## src/rtl/lanczos_phase_ctrl.sv

```systemverilog
// Per-line phase sequencer for the horizontal Lanczos scaler. It walks the source position in
// fixed point, meters source pixels into the 6-tap window, and issues one phase request per output pixel.
module lanczos_phase_ctrl #(
    parameter int STEP   = 4096,
    parameter int FRAC_W = $clog2(STEP),
    parameter int DX_W   = $clog2(STEP / 4),
    parameter int W_W    = 16
) (
    input  logic                  clk,
    input  logic                  rst,
    input  logic                  start,
    input  logic [W_W-1:0]        src_width,
    input  logic [W_W-1:0]        dst_width,
    input  logic [W_W+FRAC_W-1:0] step,
    input  logic                  src_valid,
    output logic                  src_ready,
    output logic [DX_W-1:0]       dx,
    output logic                  dx_valid,
    input  logic                  dx_ready,
    output logic                  dx_last,
    output logic                  coe_valid,
    output logic                  busy,
    output logic                  done,
    output logic [1:0]            dbg_state
);

    localparam int POS_W = W_W + FRAC_W;

    typedef enum logic [1:0] {
        S_IDLE  = 2'd0,
        S_RUN   = 2'd1,
        S_DRAIN = 2'd2,
        S_DONE  = 2'd3
    } state_t;

    // Handshakes: a transfer happens on a rising clk edge where valid and ready are both high.
    // valid/ready outputs depend only on registered state, never on the partner's ready/valid.

    state_t             state_q, state_d;
    logic [W_W-1:0]     src_w_q, src_w_d;
    logic [W_W-1:0]     dst_w_q, dst_w_d;
    logic [POS_W-1:0]   step_q, step_d;
    logic [POS_W-1:0]   pos_q, pos_d;
    logic [W_W-1:0]     src_cnt_q, src_cnt_d;
    logic [W_W-1:0]     dst_cnt_q, dst_cnt_d;
    logic               coe_valid_q, coe_valid_d;

    logic [W_W-1:0]     pos_int;
    logic [W_W:0]       need_wide;
    logic [W_W-1:0]     need;

    // Window needs taps up to floor(p)+3, i.e. floor(p)+4 pixels, clipped at the right edge.
    always_comb begin
        pos_int   = pos_q[POS_W-1:FRAC_W];
        need_wide = {1'b0, pos_int} + (W_W+1)'(4);
        if (need_wide > {1'b0, src_w_q}) begin
            need = src_w_q;
        end else begin
            need = need_wide[W_W-1:0];
        end
    end

    always_comb begin
        state_d     = state_q;
        src_w_d     = src_w_q;
        dst_w_d     = dst_w_q;
        step_d      = step_q;
        pos_d       = pos_q;
        src_cnt_d   = src_cnt_q;
        dst_cnt_d   = dst_cnt_q;
        src_ready   = 1'b0;
        dx_valid    = 1'b0;
        dx          = '0;
        dx_last     = 1'b0;
        busy        = 1'b0;
        done        = 1'b0;

        case (state_q)
            S_IDLE: begin
                if (start) begin
                    src_w_d   = src_width;
                    dst_w_d   = dst_width;
                    step_d    = step;
                    pos_d     = '0;
                    src_cnt_d = '0;
                    dst_cnt_d = '0;
                    if ((src_width == '0) || (dst_width == '0)) begin
                        state_d = S_DONE;
                    end else begin
                        state_d = S_RUN;
                    end
                end
            end

            S_RUN: begin
                busy      = 1'b1;
                src_ready = (src_cnt_q < need);
                dx_valid  = (src_cnt_q >= need);
                dx        = pos_q[FRAC_W-1:FRAC_W-DX_W];
                dx_last   = (dst_cnt_q == (dst_w_q - W_W'(1)));
                if (src_valid && src_ready) begin
                    src_cnt_d = src_cnt_q + W_W'(1);
                end
                if (dx_valid && dx_ready) begin
                    pos_d     = pos_q + step_q;
                    dst_cnt_d = dst_cnt_q + W_W'(1);
                    if (dx_last) begin
                        state_d = S_DRAIN;
                    end
                end
            end

            S_DRAIN: begin
                // Flush source pixels the window never needed so the line buffer ends aligned.
                busy      = 1'b1;
                src_ready = (src_cnt_q < src_w_q);
                if (src_valid && src_ready) begin
                    src_cnt_d = src_cnt_q + W_W'(1);
                end
                if (src_cnt_q == src_w_q) begin
                    state_d = S_DONE;
                end
            end

            S_DONE: begin
                done    = 1'b1;
                state_d = S_IDLE;
            end

            default: begin
                state_d = S_IDLE;
            end
        endcase

        coe_valid_d = dx_valid && dx_ready;
    end

    always_ff @(posedge clk) begin
        if (rst) begin
            state_q     <= S_IDLE;
            src_w_q     <= '0;
            dst_w_q     <= '0;
            step_q      <= '0;
            pos_q       <= '0;
            src_cnt_q   <= '0;
            dst_cnt_q   <= '0;
            coe_valid_q <= 1'b0;
        end else begin
            state_q     <= state_d;
            src_w_q     <= src_w_d;
            dst_w_q     <= dst_w_d;
            step_q      <= step_d;
            pos_q       <= pos_d;
            src_cnt_q   <= src_cnt_d;
            dst_cnt_q   <= dst_cnt_d;
            coe_valid_q <= coe_valid_d;
        end
    end

    assign coe_valid = coe_valid_q;
    assign dbg_state = state_q;

endmodule
```

## config.mk

```make
export PLATFORM = sky130hd
export DESIGN_NAME = lanczos_phase_ctrl
export DESIGN_NICKNAME = d
export VERILOG_FILES = /design/src/rtl/lanczos_phase_ctrl.sv
export SDC_FILE = /design/constraint.sdc
export NUM_CORES = 1
export LEC_CHECK = 0
export CAP_MARGIN = 30
export CORE_MARGIN = 4
export CORE_UTILIZATION = 39
export CTS_CLUSTER_SIZE = 10
export DETAILED_ROUTE_END_ITERATION = 12
export GPL_TIMING_DRIVEN = 0
export PLACE_DENSITY_LB_ADDON = 0.05
export SYNTH_ARGS = -nofsm -noshare
export SYNTH_HDL_FRONTEND = slang
export SYNTH_SLANG_ARGS = --single-unit
```

## constraint.sdc

```tcl
create_clock -name clk -period 5.92 [get_ports clk]
set_input_delay 0.592 -clock clk [delete_from_list [all_inputs] [get_ports clk]]
set_output_delay 0.592 -clock clk [all_outputs]
set_load 0.02 [all_outputs]
```

==> flow_summary.toml <==
[timing]
clock_skew_ps = 9.79
fmax_mhz = 174
worst_slew_pin_slew_ps = 758
finalSetupViolations = 0
holdWs_ps = 459
min_period_ps = 5730
slew_headroom_pct = 49.0
maxSlewViolCount = 0
rsz0062_at_grt = "yes"
hold_viol_final = 0
layout_setup_ws_ps = 188
post-route-period-util_pct = 96.8
tns_ps = 0

[worst_setup_path]
cp-start-kind = "flip-flop"
cp-end-kind = "output port"
worstPathArrival_ps = 5140
crit_type = "flip-flop to output port"
worst-path-max-fanout = 10
worst_ep_required_time_ps = 5330

[floorplanning]
dieWidth_um = 156
io_pins = 83
start_util_pct = 40.1
die_area_um2 = 24200
core-area_um2 = 21200
die-height_um = 156
num_rows = 53

[clock_network]
h-tree-depth = 4
cts_buffer_depth = 2
clkLatencyLatePin_ps = 430
cts-root-buf = "clkbuf_16"
cts_sinks = 123
cts_tree = "yes"
clk_pin_slew_ps = 60
cts_made_buffers = 17

[placed_design]
preCtsSetupSlack_ps = -1130
port_buffers = 82
dp_cells = 1430
place_hpwl_um = 19700
place_congestion = 0.905

[worst_hold_path]
hp-class = "flip-flop to flip-flop"

[pwr]
pwr_density_cell_nw_per_um2 = 351
max-vdd-ir-drop_uv = 201
leakage_nw = 4.33
total_power_mw = 3.65

[synth]
syn_area_per_cell_um2 = 7.94
ys_types = 78
ys_seq_area_share_pct = 28.9
synth_top_flop_cell = "dfxtp_1"
syn-num-nets = 1222
synth_edf_count = 0
synthArstFlopShare_pct = 0
synth-seq-cells = 123
syn_area_um2 = 8510
netlist_instances = 1072
yosys_warnings = 0

[global_route]
track_usage_pct = 20.6
antenna_found_initial = 0
grt_max_degree = 17
grt_pass1_vias = 7581
overflow = 0
grt_pass1_wl_um = 39900

[detailed_routing]
drt_iter0_markers = 415
route.detailed.drc = 0
drtPass1Iterations = 5
vias = 7951
wirelength_um = 24900
routed_via_density = 5.42
final_antenna_net_count = 0
route.detailed.wl_per_inst_um = 16.9

[layout]
nNetsFinal = 1330
finalNonFillerCells = 1468
synthToLayoutAreaGrowth_pct = 22.3
fillerInstances = 2165
antenna_cells = 0
drive_above_1_share_pct = 7.38

[outcome]
status = "complete, no violations"

[flow_run]
max-cap-violations = 0
==> cells in the final DEF (no fill, tap or decap), types with 5 or more instances in the layout <==
cell type          n
nor4_1            14
nand2_1          178
o21a_1            11
and2_1            20
clkbuf_2           5
o211ai_1          11
o31ai_1            5
mux2i_1           19
nand3b_1           8
and3_1            19
nor2b_1            9
a21o_1            40
inv_1             31
nand4_1           18
a31oi_1            7
clkbuf_16         17
clkdlybuf4s50_1   80
buf_4              8
xor2_1            25
xnor2_1           36
nor2_1            53
nand3_1           44
o21ai_0           28
dfxtp_1          121
a21oi_1          118
or2_2              5
or3_1              7
nor3_1             9
and4_1             5
clkbuf_1          34
o2111ai_1          9
ha_1              84
or4_1              6
==> state kept, by name, summed over array words and instances, names as in the netlist <==
| name | cells |
|---|---|
| coe_valid | 1 |
| step_q | 28 |
| dst_cnt_q | 16 |
| src_w_q | 16 |
| pos_q | 28 |
| dst_w_q | 16 |
| src_cnt_q | 16 |
| dbg_state | 2 |
==> kinds of logic after synthesis <==
family / count (synthesis) / share of synthesized area, %
XOR/XNOR: 61 / 6.28
adder cells (fa/ha/maj): 85 / 12.6
AO/OA/AOI/OAI: 280 / 21.1
flip-flops: 123 / 28.9
multiplexers: 20 / 2.37
buffers and inverters: 82 / 4.37
AND/OR/NAND/NOR: 421 / 24.4
==> path summary, 6_finish.rpt <==
check | startpoint | end | slack, ps | cells past startpoint
worst max-delay path | pos_q[14]$_SDFFE_PP0P_ | dx_valid | 190 | 21
worst min-delay path | pos_q[0]$_SDFFE_PP0P_ | pos_q[0]$_SDFFE_PP0P_ | 460 | 2
worst max register to register | pos_q[14]$_SDFFE_PP0P_ | dst_cnt_q[5]$_SDFFE_PP0P_ | 340 | 24
worst min register to register | pos_q[0]$_SDFFE_PP0P_ | pos_q[0]$_SDFFE_PP0P_ | 460 | 2
==> power breakdown <==
part | switching, mW | leakage (nW) | internal [mW]
combinational | 0.974 | 3.04 | 0.595
clock | 0.422 | 0.293 | 0.657
sequential | 0.0857 | 1.00 | 0.920
total | 1.48 | 4.33 | 2.17
==> Yosys cell counts, types with 3 or more instances <==
master	number	area share, %
and4_1	5	0.51
a22oi_1	3	0.26
a31o_2	3	0.31
a31oi_1	8	0.59
ha_1	84	12
and2_1	20	1.5
a211oi_1	4	0.35
clkbuf_1	39	1.7
or4_1	6	0.53
o21a_1	11	0.97
and3_1	19	1.4
nand3_1	45	2.6
buf_1	5	0.22
a221oi_1	4	0.41
nor2_1	54	2.4
nand3b_1	8	0.71
o21bai_1	3	0.26
buf_6	3	0.40
nor3_1	10	0.59
dfxtp_1	123	29
nor2b_1	9	0.66
or2_2	5	0.37
nor4_1	15	1.1
a22o_1	4	0.41
nand4_1	18	1.3
mux2i_1	19	2.2
nand2b_1	4	0.29
xnor2_1	36	3.7
xor2_1	25	2.6
o21ai_0	28	1.6
o211ai_1	11	0.97
o21ai_1	3	0.18
nand2_1	178	7.9
or3_1	8	0.59
o31ai_1	5	0.44
o2111ai_1	9	0.93
a21o_1	40	3.5
a21oi_1	120	7.1
inv_1	31	1.4
==> per-layer routing <==
layer  share of wire [%]  track usage (%)
met4                 1.3             5.00
met5                   0                0
met3                 3.9             3.36
met2                  45             33.1
met1                  49             28.9
==> critical path, cell delays in order, from the launching register on <==
cell and delay (ps):
dfxtp_2 390, ha_1 200, nand3_1 140, nor2_2 170, and3_1 230, nand3_1 100, xnor2_1 180, ha_1 310
and4_1 180, nand4_1 200, nor4_4 240, nor2_1 70, o31ai_1 110, nand3_2 110, buf_4 220, a32oi_1 260
ha_1 200, nand4_1 190, or3_4 440, o21a_1 240, a31oi_2 230, clkdlybuf4s15_2 290
==> final cells by class <==
type                    instances  area [µm²]  area share [%]
flip-flops and latches        123        2460            23.7
inverters                      31         116            1.12
clock inverters                12         138            1.32
well taps                     275         344            3.31
plain buffers                  51         269            2.58
repair buffers                 89         870            8.36
multi-input cells             867        5740            55.1
clock buffers                  20         467            4.48
==> per-stage QoR <==
| stage | cell area, µm² | util, % |
|---|---|---|
| 2_1_floorplan | 8510 | - |
| 3_3_place_gp | 9670 | 45.6 |
| 3_5_place_dp | 9680 | 45.6 |
| 4_1_cts | 10300 | 48.7 |
| 5_1_grt | 10400 | 49.0 |
| 6_report | 10400 | 49.0 |
==> what timing repair did <==
item,4_1_cts,5_1_grt
pin swaps,2,2
gates resized for setup,15,18
hold buffers,0,0
buffers inserted,2,4
setup endpoints to repair,64,52
Power figures use the tool's default switching activity.
